<file path="config.mk">
export PLATFORM = sky130hd
export DESIGN_NAME = vga_sync_pulses
export DESIGN_NICKNAME = d
export VERILOG_FILES = /design/src/rtl/vga_sync_pulses.sv
export SDC_FILE = /design/constraint.sdc
export NUM_CORES = 1
export LEC_CHECK = 0
export ABC_AREA = 1
export CAP_MARGIN = 15
export CORE_ASPECT_RATIO = 0.9
export CORE_UTILIZATION = 32
export DETAILED_ROUTE_END_ITERATION = 8
export PLACE_DENSITY_LB_ADDON = 0.1
export SYNTH_ARGS = -nofsm -noshare
export SYNTH_HDL_FRONTEND = slang
export SYNTH_SLANG_ARGS = --single-unit
</file>
<file path="constraint.sdc">
create_clock -name clock -period 1.6 [get_ports clock]
set_input_delay 0.24 -clock clock [delete_from_list [all_inputs] [get_ports clock]]
set_output_delay 0.24 -clock clock [all_outputs]
set_load 0.01 [all_outputs]
</file>
<file path="src/rtl/vga_sync_pulses.sv">
`default_nettype none
// ============================================================================
// Module   : vga_sync_pulses
// Purpose  : Free-running VGA timing generator (640x480@60 Hz by default).
//            Two wrap counters (column, row) are the only state; every output
//            is registered from the pre-increment counter values, so all
//            outputs lag the counters by one cycle and describe one pixel.
// Ports    : clock        - pixel clock, rising edge
//            reset        - asynchronous active-high reset
//            enable       - count enable; low freezes counters and outputs
//            out_Hsync    - high while column < ACTIVE_COLS
//            out_Vsync    - high while row < ACTIVE_ROWS
//            column, row  - pixel position aligned with the syncs
//            active       - out_Hsync AND out_Vsync
//            line_start   - strobe for column 0
//            frame_start  - strobe for column 0, row 0
//            frame_count  - completed-frame counter (mod 256)
// Options  : VGA_FRAME_COUNT_EN - builds the frame counter; when undefined
//            frame_count is tied to 0.
// Revision : 1.0 - initial release
// ============================================================================
module vga_sync_pulses #(
  parameter int unsigned TOTAL_COLS  = 800,
  parameter int unsigned TOTAL_ROWS  = 525,
  parameter int unsigned ACTIVE_COLS = 640,
  parameter int unsigned ACTIVE_ROWS = 480
) (
  input  logic       clock,
  input  logic       reset,
  input  logic       enable,
  output logic       out_Hsync,
  output logic       out_Vsync,
  output logic [9:0] column,
  output logic [9:0] row,
  output logic       active,
  output logic       line_start,
  output logic       frame_start,
  output logic [7:0] frame_count
);

  localparam logic [9:0] C_LAST_COL    = 10'(TOTAL_COLS - 1);
  localparam logic [9:0] C_LAST_ROW    = 10'(TOTAL_ROWS - 1);
  localparam logic [9:0] C_ACTIVE_COLS = 10'(ACTIVE_COLS);
  localparam logic [9:0] C_ACTIVE_ROWS = 10'(ACTIVE_ROWS);

  logic [9:0] col_cnt_q, col_cnt_d;
  logic [9:0] row_cnt_q, row_cnt_d;
  logic       w_col_wrap;
  logic       w_at_origin;

  logic [9:0] column_q, row_q;
  logic       hsync_q, vsync_q, active_q, line_start_q, frame_start_q;

  assign w_col_wrap  = (col_cnt_q == C_LAST_COL);
  assign w_at_origin = (col_cnt_q == 10'd0) && (row_cnt_q == 10'd0);

  // Row advances only on the column wrap; both wrap together at the frame end.
  always_comb begin
    col_cnt_d = col_cnt_q + 10'd1;
    row_cnt_d = row_cnt_q;
    if (w_col_wrap) begin
      col_cnt_d = 10'd0;
      row_cnt_d = (row_cnt_q == C_LAST_ROW) ? 10'd0 : row_cnt_q + 10'd1;
    end
  end

  always_ff @(posedge clock or posedge reset) begin
    if (reset) begin
      col_cnt_q     <= 10'd0;
      row_cnt_q     <= 10'd0;
      column_q      <= 10'd0;
      row_q         <= 10'd0;
      hsync_q       <= 1'b0;
      vsync_q       <= 1'b0;
      active_q      <= 1'b0;
      line_start_q  <= 1'b0;
      frame_start_q <= 1'b0;
    end else if (enable) begin
      col_cnt_q     <= col_cnt_d;
      row_cnt_q     <= row_cnt_d;
      // Outputs load from the pre-increment counters (one-cycle lag).
      column_q      <= col_cnt_q;
      row_q         <= row_cnt_q;
      hsync_q       <= (col_cnt_q < C_ACTIVE_COLS);
      vsync_q       <= (row_cnt_q < C_ACTIVE_ROWS);
      active_q      <= (col_cnt_q < C_ACTIVE_COLS) && (row_cnt_q < C_ACTIVE_ROWS);
      line_start_q  <= (col_cnt_q == 10'd0);
      frame_start_q <= w_at_origin;
    end
  end

  assign out_Hsync   = hsync_q;
  assign out_Vsync   = vsync_q;
  assign column      = column_q;
  assign row         = row_q;
  assign active      = active_q;
  assign line_start  = line_start_q;
  assign frame_start = frame_start_q;

`ifdef VGA_FRAME_COUNT_EN
  logic [7:0] frame_cnt_q;
  logic       seen_frame_q;

  // The first frame_start after reset only arms the counter; each later one
  // marks the completion of a frame.
  always_ff @(posedge clock or posedge reset) begin
    if (reset) begin
      frame_cnt_q  <= 8'd0;
      seen_frame_q <= 1'b0;
    end else if (enable && w_at_origin) begin
      if (seen_frame_q) begin
        frame_cnt_q <= frame_cnt_q + 8'd1;
      end
      seen_frame_q <= 1'b1;
    end
  end

  assign frame_count = frame_cnt_q;
`else
  assign frame_count = 8'd0;
`endif

endmodule
`default_nettype wire

</file>
==> results of run 1 <==
report_power, final:
part	switching, uW	internal [uW]	total [uW]
Sequential	168	1330	1500
Combinational	434	349	783
Clock	388	510	898
Total	991	2190	3180
timing repair:
action / 4_1_cts / 5_1_grt
hold endpoints to repair: 0 / 0
pin swaps: 0 / 3
resized for setup: 1 / 6
setup buffers: 0 / 1
gates cloned: 0 / 0
setup endpoints to repair: 2 / 3
worst max-delay path, stage by stage (launching register included):
cell	delay [ns]
dfrtp_1	0.43
ha_4	0.16
nand2_1	0.08
nor2_4	0.19
nand3_4	0.12
nor2_4	0.17
buf_4	0.14
nand2_1	0.04
o21ai_0	0.07
flip-flops by register name (all words and copies together), names as in the netlist:
| signal | flops |
|---|---|
| col_cnt_q | 10 |
| column | 10 |
| row | 10 |
| row_cnt_q | 10 |
| active | 1 |
| frame_start | 1 |
| line_start | 1 |
| out_Hsync | 1 |
| out_Vsync | 1 |
cell families after synthesis:
family                     count (synthesis)  share of synthesized area
AOI/OAI and AO/OA                         34                     0.0796
xor gates and xnor gates                   6                     0.0241
adders and majority gates                  4                     0.0229
DFF                                       45                      0.515
other                                      1                    0.00172
buffers and inverters                     47                     0.0985
and+or+nand+nor                          130                      0.258
final cells by class:
cell class / instances / area (um2)
Clock inverter: 1 / 30.0
Fill cell: 691 / 3820
Inverter: 33 / 124
Timing Repair Buffer: 38 / 378
Sequential cell: 45 / 1130
Multi-Input combinational cell: 182 / 906
Clock buffer: 7 / 86.3
Tap cell: 90 / 113
metal layers:
layer,GRT usage,part of all wire,vias to the layer above,wire length (um)
met5,0,0,-,0
met4,0.0444,0.012,0,58
met3,0.0329,0.037,5,175
met2,0.176,0.37,41,1740
met1,0.236,0.58,765,2710
li1,-,-,900,-
synthesized netlist by cell type (all sizes together):
cell type,number
a31oi,1
a21oi,1
a21o,1
nand4,4
xor2,6
nand2,82
ha,4
clkbuf,4
nor2,26
or2,1
dfrtp,45
nand3,14
conb,1
nor3,2
inv,33
buf,10
nor4,1
o21ai,31
per-stage QoR:
stage               setup TNS (ns)  hold WS [ns]  setup WS, ns  area [um2]   util
floorplan                        0         0.386         0.265        2210      -
global placement           -0.0517         0.459       -0.0332        2600  0.395
detailed placement         -0.0654         0.469       -0.0362        2600  0.395
CTS                              0         0.298        0.0340        2720  0.413
global route                     0         0.317        0.0110        2760  0.419
finish                           0         0.289         0.111        2760  0.419
how the worst min path moves through the flow:
stage                                          end             startpoint  depth (start not counted)
after global placement       column[0]$_DFFE_PP0P_  column[0]$_DFFE_PP0P_                          2
after floorplan              column[0]$_DFFE_PP0P_                 enable                          2
final                           row[1]$_DFFE_PP0P_                  reset                          3
after CTS                 row_cnt_q[1]$_DFFE_PP0P_                  reset                          3
after detailed placement     column[0]$_DFFE_PP0P_  column[0]$_DFFE_PP0P_                          2
after global routing            row[1]$_DFFE_PP0P_                  reset                          3
==> flow_summary_export.csv, run 1 <==
group,metric,value,unit
timing,final_max_slew_viol_count,0,
grt,grt_pass1_vias,1449,
clock_network,clock_sinks,45,
timing,setup_viol,0,
power_and_ir_drop,power,3180,uW
floorplan,core.rowCount,28,
cells_and_area,fin_cells,396,
cells_and_area,area_growth,26.5,%
clock_network,insertion_delay,0.30,ns
clock_network,h-tree-depth,2,
outcome,outcome,"complete, but fails checks",
setup_path,startpoint_type,"flip-flop",
drt,ant_nets,0,
clock_network,clockBufferDepth,2,
setup_path,required,1.82,ns
setup_path,r2r-end,"row_cnt_q[8]$_DFFE_PP0P_",
timing,hold_viol,0,
power_and_ir_drop,powerDensity,1150,nW/um2
hold_path,hp-class,"in -> async",
setup_path,endpoint,"row_cnt_q[8]$_DFFE_PP0P_",
grt,grt_max_degree,46,
placed_design,dp_hpwl,3380,um
clock_network,cts_hold_buf,0,
logic_synthesis,netlist-cell-type-count,28,
setup_path,r2r_setup_slack,0.11,ns
logic_synthesis,yosys_register_bits,45,
placed_design,portBuffers,27,
clock_network,cts_root_buf,"clkbuf_8",
timing,maxClockFrequency,0.671,GHz
drt,wire_per_inst,11.8,um
cells_and_area,final_common_cell,"nand2_1",
run,maxCapViolations,0,
setup_path,startpoint,"col_cnt_q[0]$_DFFE_PP0P_",
grt,antenna_found_initial,0,
clock_network,cts_tree,"built",
placed_design,dp_cells,387,
cells_and_area,drive_above_1_share,0.101,
setup_path,reg2reg_depth,8,
logic_synthesis,ys_warn_count,0,
outcome,violations,"design-rule violations",
drt,post_drt_via_cell_ratio,4.32,
grt,grt_pass1_wl,7660,um
cells_and_area,diodes,0,
logic_synthesis,syn_area,2180,um2
grt,grtUsageTotal,0.143,
floorplan,chipWidth,89.1,um
timing,fin_crit_sh,0.931,
cells_and_area,layout.nets,312,
setup_path,worstPathArrival,1.71,ns
setup_path,crit_type,"reg -> reg",
setup_path,end_kind,"flip-flop",
logic_synthesis,synth_area_leaders,"dfrtp_1 52%, nand2_1 14%, o21ai_0 5.7%",
clock_network,cts-buffers-inserted,5,
drt,vias,1711,
drt,routed_wl,4680,um
drt,drc_errors,1,
drt,firstDrtPassIters,6,
floorplan,die_y,80.4,um
floorplan,start_util,0.332,
power_and_ir_drop,leakagePower,0.00132,uW
floorplan,core_region_area,6590,um2
power_and_ir_drop,peakVddDrop,401,uV
logic_synthesis,yosysSeqAreaShare,0.515,
logic_synthesis,synthesis.instances,267,
logic_synthesis,synth_top_area_cell,"dfrtp_1",
drt,drt_iter0_markers,65,
setup_path,worstReg2RegStart,"col_cnt_q[0]$_DFFE_PP0P_",
placed_design,gp_congestion,0.794,
floorplan,io_pins,36,
logic_synthesis,synthDominantCellAreaShare,0.515,
floorplan,die_area,7160,um2
timing,period_needed,1.49,ns
grt,grt_overflow,0,
clock_network,clk_pin_slew,0.09,ns
logic_synthesis,syn-mean-instance-area,8.18,um2
setup_path,critPathMaxFanout,4,
timing,rsz0062_at_grt,"no",
timing,skew,0.00850,ns
cells_and_area,layout_common_cells,"79 x nand2_1, 45 x dfrtp_1, 30 x inv_1",
Note: power is estimated with default switching activity, not from simulation.
==> run 2: changes to the inputs <==
- ABC_AREA: 1 -> not set
==> run 2 against run 1 <==
Effect of this change: the run now ends clean; cell area is essentially flat; first-iteration DRC count grew 43%; wire length shrank 7.6%; setup slack lost 0.089 ns; final cell count shrank 19%; largest power group unchanged; critical path depth shrank 4; total power shrank 15%; via count shrank 12%; sequential power shrank 8%.
==> flow_summary_export.csv, run 2 <==
group,metric,value,unit
outcome,outcome,"completed",
setup_path,startpoint_type,"flip-flop",
placed_design,gp_congestion,0.828,
floorplan,start_util,0.336,
drt,drt_iter0_markers,93,
setup_path,worstReg2RegStart,"row_cnt_q[7]$_DFFE_PP0P_",
setup_path,critical_path.top_delay_family,"simple AND/OR/NAND/NOR gates",
cells_and_area,multiInputGateArea,901,um2
clock_network,cts_root_buf,"clkbuf_8",
clock_network,h-tree-depth,2,
timing,period_needed,1.58,ns
clock_network,clk_pin_slew,0.08,ns
hold_path,hp-class,"in -> async",
logic_synthesis,async_flop_share,1.00,
setup_path,r2r_setup_slack,0.02,ns
cells_and_area,area_growth,32.5,%
drt,post_drt_via_cell_ratio,4.72,
logic_synthesis,yosysSeqAreaShare,0.540,
drt,firstDrtPassIters,4,
timing,skew,0.00418,ns
clock_network,cts_hold_buf,0,
logic_synthesis,ys_warn_count,0,
power_and_ir_drop,power,2710,uW
drt,ant_nets,0,
logic_synthesis,synthDominantCellAreaShare,0.540,
drt,vias,1506,
timing,final_max_slew_viol_count,0,
logic_synthesis,synth_top_area_cell,"dfrtp_1",
setup_path,cpMaxStageDelayCell,"or4_4",
drt,routed_wl,4320,um
setup_path,cp.depth,4,
clock_network,clock_sinks,45,
power_and_ir_drop,peakVddDrop,389,uV
cells_and_area,fin_cells,319,
logic_synthesis,syn-mean-instance-area,11.9,um2
logic_synthesis,netlist-cell-type-count,40,
clock_network,insertion_delay,0.30,ns
timing,maxClockFrequency,0.633,GHz
run,maxCapViolations,0,
cells_and_area,final_common_cell,"dfrtp_1",
floorplan,chipWidth,87.1,um
cells_and_area,drive_above_1_share,0.302,
floorplan,core.rowCount,27,
setup_path,crit_type,"reg -> reg",
timing,fin_crit_sh,0.987,
setup_path,reg2reg_depth,4,
setup_path,slowest_delay,0.57,ns
cells_and_area,diodes,0,
power_and_ir_drop,powerDensity,979,nW/um2
cells_and_area,seq_area,1130,um2
floorplan,io_pins,36,
logic_synthesis,yosys_register_bits,45,
logic_synthesis,netlist_top_cells_count,"45 x dfrtp_1, 22 x mux2_2, 10 x nand2_1, 9 x buf_4, 9 x inv_1",
grt,grt_pass1_vias,1536,
grt,antenna_found_initial,0,
setup_path,critPathMaxFanout,4,
timing,hold_viol,0,
floorplan,die_y,78.6,um
floorplan,core_region_area,6220,um2
setup_path,startpoint,"row_cnt_q[7]$_DFFE_PP0P_",
clock_network,cts-buffers-inserted,5,
cells_and_area,layout_common_cells,"45 x dfrtp_1, 27 x clkdlybuf4s50_1, 27 x buf_4",
drt,drc_errors,0,
clock_network,clockBufferDepth,2,
logic_synthesis,synth_area_leaders,"dfrtp_1 54%, mux2_2 12%, xnor2_1 3.4%",
cells_and_area,layout.nets,238,
placed_design,dp_cells,308,
grt,grtUsageTotal,0.144,
timing,setup_viol,0,
setup_path,worstPathArrival,1.77,ns
setup_path,required,1.79,ns
logic_synthesis,synth-main-ff-cell,"dfrtp_1",
grt,grt_overflow,0,
setup_path,r2r-end,"row_cnt_q[4]$_DFFE_PP0P_",
timing,rsz0062_at_grt,"yes",
logic_synthesis,synthesis.instances,175,
placed_design,dp_hpwl,3120,um
cells_and_area,nFillCells,618,
power_and_ir_drop,leakagePower,0.00124,uW
logic_synthesis,syn_area,2090,um2
setup_path,worst-path-buf-inv,0,
setup_path,end_kind,"flip-flop",
setup_path,endpoint,"row_cnt_q[4]$_DFFE_PP0P_",
clock_network,cts_tree,"built",
placed_design,portBuffers,27,
grt,grt_max_degree,46,
setup_path,cp_cell_sequence,"or4_4 > nor3_4 > nor2_1 > mux2_2",
floorplan,die_area,6850,um2
grt,grt_pass1_wl,7470,um
logic_synthesis,yosysMostFrequentCell,"dfrtp_1",
logic_synthesis,synth_edf_count,0,
drt,wire_per_inst,13.6,um
[run 2: changes by cell type after synthesis, sizes merged, moves of 20 or more]
cell   before  now
nand2      82   10
inv        33    9
o21ai      31    7
mux2        0   22
nor2       26    6
[run 2: cell families after synthesis]
family | Yosys count | share of synthesized area
fa+ha+maj | 4 | 0.0240
compound gates | 19 | 0.0612
simple gates | 52 | 0.156
xor+xnor | 10 | 0.0420
other cells | 1 | 0.00180
mux | 22 | 0.119
buf+inv | 22 | 0.0564
flops | 45 | 0.540
[run 2: tightest hold or removal path, delay by kind of cell]
| family | cells | cell delay (ns) |
|---|---|---|
| buf+inv | 3 | 0.72 |
[run 2: layer usage]
metal / wire length, um / share of wire / global-route usage / vias up
met2: 1890 / 0.44 / 0.210 / 44
met3: 227 / 0.053 / 0.0358 / 6
met4: 61 / 0.014 / 0.0541 / 0
li1: - / - / - / 720
met5: 0 / 0 / 0 / -
met1: 2140 / 0.50 / 0.203 / 736
[run 2: timing repair]
action / CTS / global route
endpoints found under the setup margin: 8 / 10
endpoints found under the hold margin: 0 / 0
setup buffers: 0 / 3
gates cloned: 0 / 0
pin swaps: 2 / 1
gates resized for setup: 4 / 3
[run 2: how the worst min path moves through the flow]
| stage | endpoint | slack, ns | cells after the start |
|---|---|---|---|
| finish | column[3]$_DFFE_PP0P_ | 0.28 | 3 |
| global placement | frame_start$_DFFE_PP0P_ | 0.48 | 2 |
| CTS | column[3]$_DFFE_PP0P_ | 0.30 | 3 |
| floorplan | frame_start$_DFFE_PP0P_ | 0.46 | 1 |
| detailed placement | frame_start$_DFFE_PP0P_ | 0.48 | 2 |
| global route | column[4]$_DFFE_PP0P_ | 0.33 | 3 |
[run 2: final cells by class]
type / count / share of cell area
flip-flops and latches: 45 / 0.407
multi-input cells: 115 / 0.326
repair buffers: 55 / 0.178
well taps: 87 / 0.0394
clock buffers: 7 / 0.0349
inverters: 9 / 0.0122
clock inverters: 1 / 0.00181
[run 2: metrics by stage]
| stage | setup WS [ns] | TNS [ns] | area (um2) | utilization | hold slack (ns) |
|---|---|---|---|---|---|
| 2_1_floorplan | 0.0165 | 0 | 2110 | - | 0.463 |
| 6_report | 0.0212 | 0 | 2760 | 0.445 | 0.282 |
| 4_1_cts | 0.00588 | 0 | 2720 | 0.438 | 0.303 |
| 3_5_place_dp | -0.288 | -3.12 | 2610 | 0.419 | 0.479 |
| 5_1_grt | -0.0495 | -0.150 | 2760 | 0.445 | 0.327 |
| 3_3_place_gp | -0.239 | -2.33 | 2610 | 0.419 | 0.479 |
[run 2: where the power goes]
group | switching [uW] | internal [uW] | total, uW
combinational | 236 | 315 | 551
sequential | 121 | 1260 | 1380
clock | 382 | 390 | 772
total | 739 | 1970 | 2710
==> run 3: changes to the inputs <==
- CORE_UTILIZATION: 32 -> 45
==> run 3 against run 2 <==
Effect of this change: the run now ends with negative setup slack left; flip-flop and latch count did not move; count of clock-buffer cells in the layout fell by 1; critical path depth did not move; critical path type unchanged; utilization rose by 16 points; clock power fell by 12%; hold slack got worse by 0.017 ns.
==> flow_summary_export.csv, run 3 (synthesis gave the netlist of run 2 again) <==
group,metric,value,unit
outcome,outcome,"complete, but fails checks",
outcome,violations,"negative setup slack",
drt,drt_iter0_markers,85,
clock_network,clk_pin_slew,0.08,ns
setup_path,startpoint_type,"flip-flop",
power_and_ir_drop,power,2590,uW
floorplan,die_area,4910,um2
clock_network,cts_hold_buf,0,
drt,drc_errors,0,
floorplan,start_util,0.468,
clock_network,h-tree-depth,2,
clock_network,insertion_delay,0.30,ns
setup_path,required,1.79,ns
cells_and_area,fin_cells,293,
clock_network,clockBufferDepth,2,
power_and_ir_drop,peakVddDrop,767,uV
timing,maxClockFrequency,0.617,GHz
placed_design,gp_congestion,0.907,
run,maxCapViolations,0,
setup_path,critPathMaxFanout,4,
clock_network,cts_root_buf,"clkbuf_8",
timing,final_max_slew_viol_count,0,
timing,setup_viol,1,
timing,hold_viol,0,
placed_design,portBuffers,27,
drt,ant_nets,0,
grt,grtUsageTotal,0.196,
setup_path,end_kind,"flip-flop",
floorplan,core_region_area,4460,um2
power_and_ir_drop,leakagePower,0.00123,uW
cells_and_area,drive_above_1_share,0.307,
timing,skew,0.00913,ns
timing,fin_ws,-0.0211,ns
cells_and_area,diodes,0,
grt,antenna_found_initial,0,
cells_and_area,fin_area,2720,um2
grt,grt_overflow,0,
placed_design,dp_cells,283,
drt,vias,1502,
hold_path,hp-class,"in -> async",
clock_network,cts_tree,"built",
drt,wire_per_inst,14.5,um
drt,firstDrtPassIters,4,
floorplan,core.rowCount,23,
floorplan,chipWidth,73.8,um
grt,grt_pass1_wl,6960,um
drt,routed_wl,4240,um
setup_path,crit_type,"reg -> reg",
timing,rsz0062_at_grt,"yes",
clock_network,clock_sinks,45,
floorplan,die_y,66.6,um
power_and_ir_drop,powerDensity,953,nW/um2
placed_design,dp_hpwl,3050,um
cells_and_area,area_growth,30.3,%
cells_and_area,layout.nets,237,
drt,post_drt_via_cell_ratio,5.13,
cells_and_area,finish.utilization,0.609,
clock_network,cts-buffers-inserted,5,
floorplan,io_pins,36,
grt,grt_pass1_vias,1442,
cells_and_area,final_common_cell,"dfrtp_1",
grt,grt_max_degree,46,
setup_path,worstPathArrival,1.81,ns
placed_design,place_area,2580,um2
timing,fin_crit_sh,1.01,
cells_and_area,layout_common_cells,"45 x dfrtp_1, 27 x clkdlybuf4s50_1, 26 x buf_4",
timing,period_needed,1.62,ns
[run 3: metal layers]
metal	up-vias	part of all wire	track usage
li1	709	-	-
met1	746	0.46	0.262
met2	39	0.47	0.298
met3	8	0.044	0.0454
met4	0	0.022	0.0938
met5	-	0	0
[run 3: worst paths after layout]
check                                      endpoint  cells past startpoint                     start  slack (ns)
max                        row_cnt_q[4]$_DFFE_PP0P_                      4  row_cnt_q[7]$_DFFE_PP0P_       -0.02
min                              row[1]$_DFFE_PP0P_                      3                     reset        0.26
min reg2reg                 frame_start$_DFFE_PP0P_                      2   frame_start$_DFFE_PP0P_        0.50
min in group clock          frame_start$_DFFE_PP0P_                      2   frame_start$_DFFE_PP0P_        0.50
max in group asynchronous  row_cnt_q[0]$_DFFE_PP0P_                      3                     reset        1.10
max reg2reg                row_cnt_q[4]$_DFFE_PP0P_                      4  row_cnt_q[7]$_DFFE_PP0P_       -0.02
[run 3: cell type report]
type | instances | area (um2)
Fill cell | 380 | 1740
Sequential cell | 45 | 1130
Multi-Input combinational cell | 115 | 912
Timing Repair Buffer | 54 | 485
Tap cell | 62 | 77.6
Clock buffer | 6 | 72.6
Inverter | 9 | 33.8
Clock inverter | 2 | 10.0
[run 3: worst max-delay path, stage by stage, from the launching register on]
cell,delay [ns]
dfrtp_1,0.39
or4_4,0.58
nor3_4,0.22
nor2_1,0.07
mux2_2,0.26
[run 3: report_power, final]
| part | internal [uW] | switching, uW | leakage [uW] | total [uW] |
|---|---|---|---|---|
| sequential | 1260 | 126 | 0.000562 | 1390 |
| combinational | 298 | 227 | 0.000625 | 525 |
| clock | 303 | 374 | 0.0000450 | 677 |
| total | 1860 | 727 | 0.00123 | 2590 |
[run 3: per-stage QoR]
step,TNS (ns),hold slack [ns],setup WS [ns]
after floorplan,0,0.463,0.0165
after detailed placement,-2.18,0.480,-0.244
after global placement,-1.88,0.475,-0.221
final,-0.0211,0.264,-0.0211
after CTS,-0.0115,0.283,-0.0115
after global routing,-0.166,0.293,-0.0738
[run 3: what timing repair did]
| action | CTS | global route |
|---|---|---|
| gates resized for setup | 3 | 7 |
| buffers inserted | 1 | 1 |
| setup endpoints to repair | 5 | 7 |
| pin swaps | 2 | 1 |
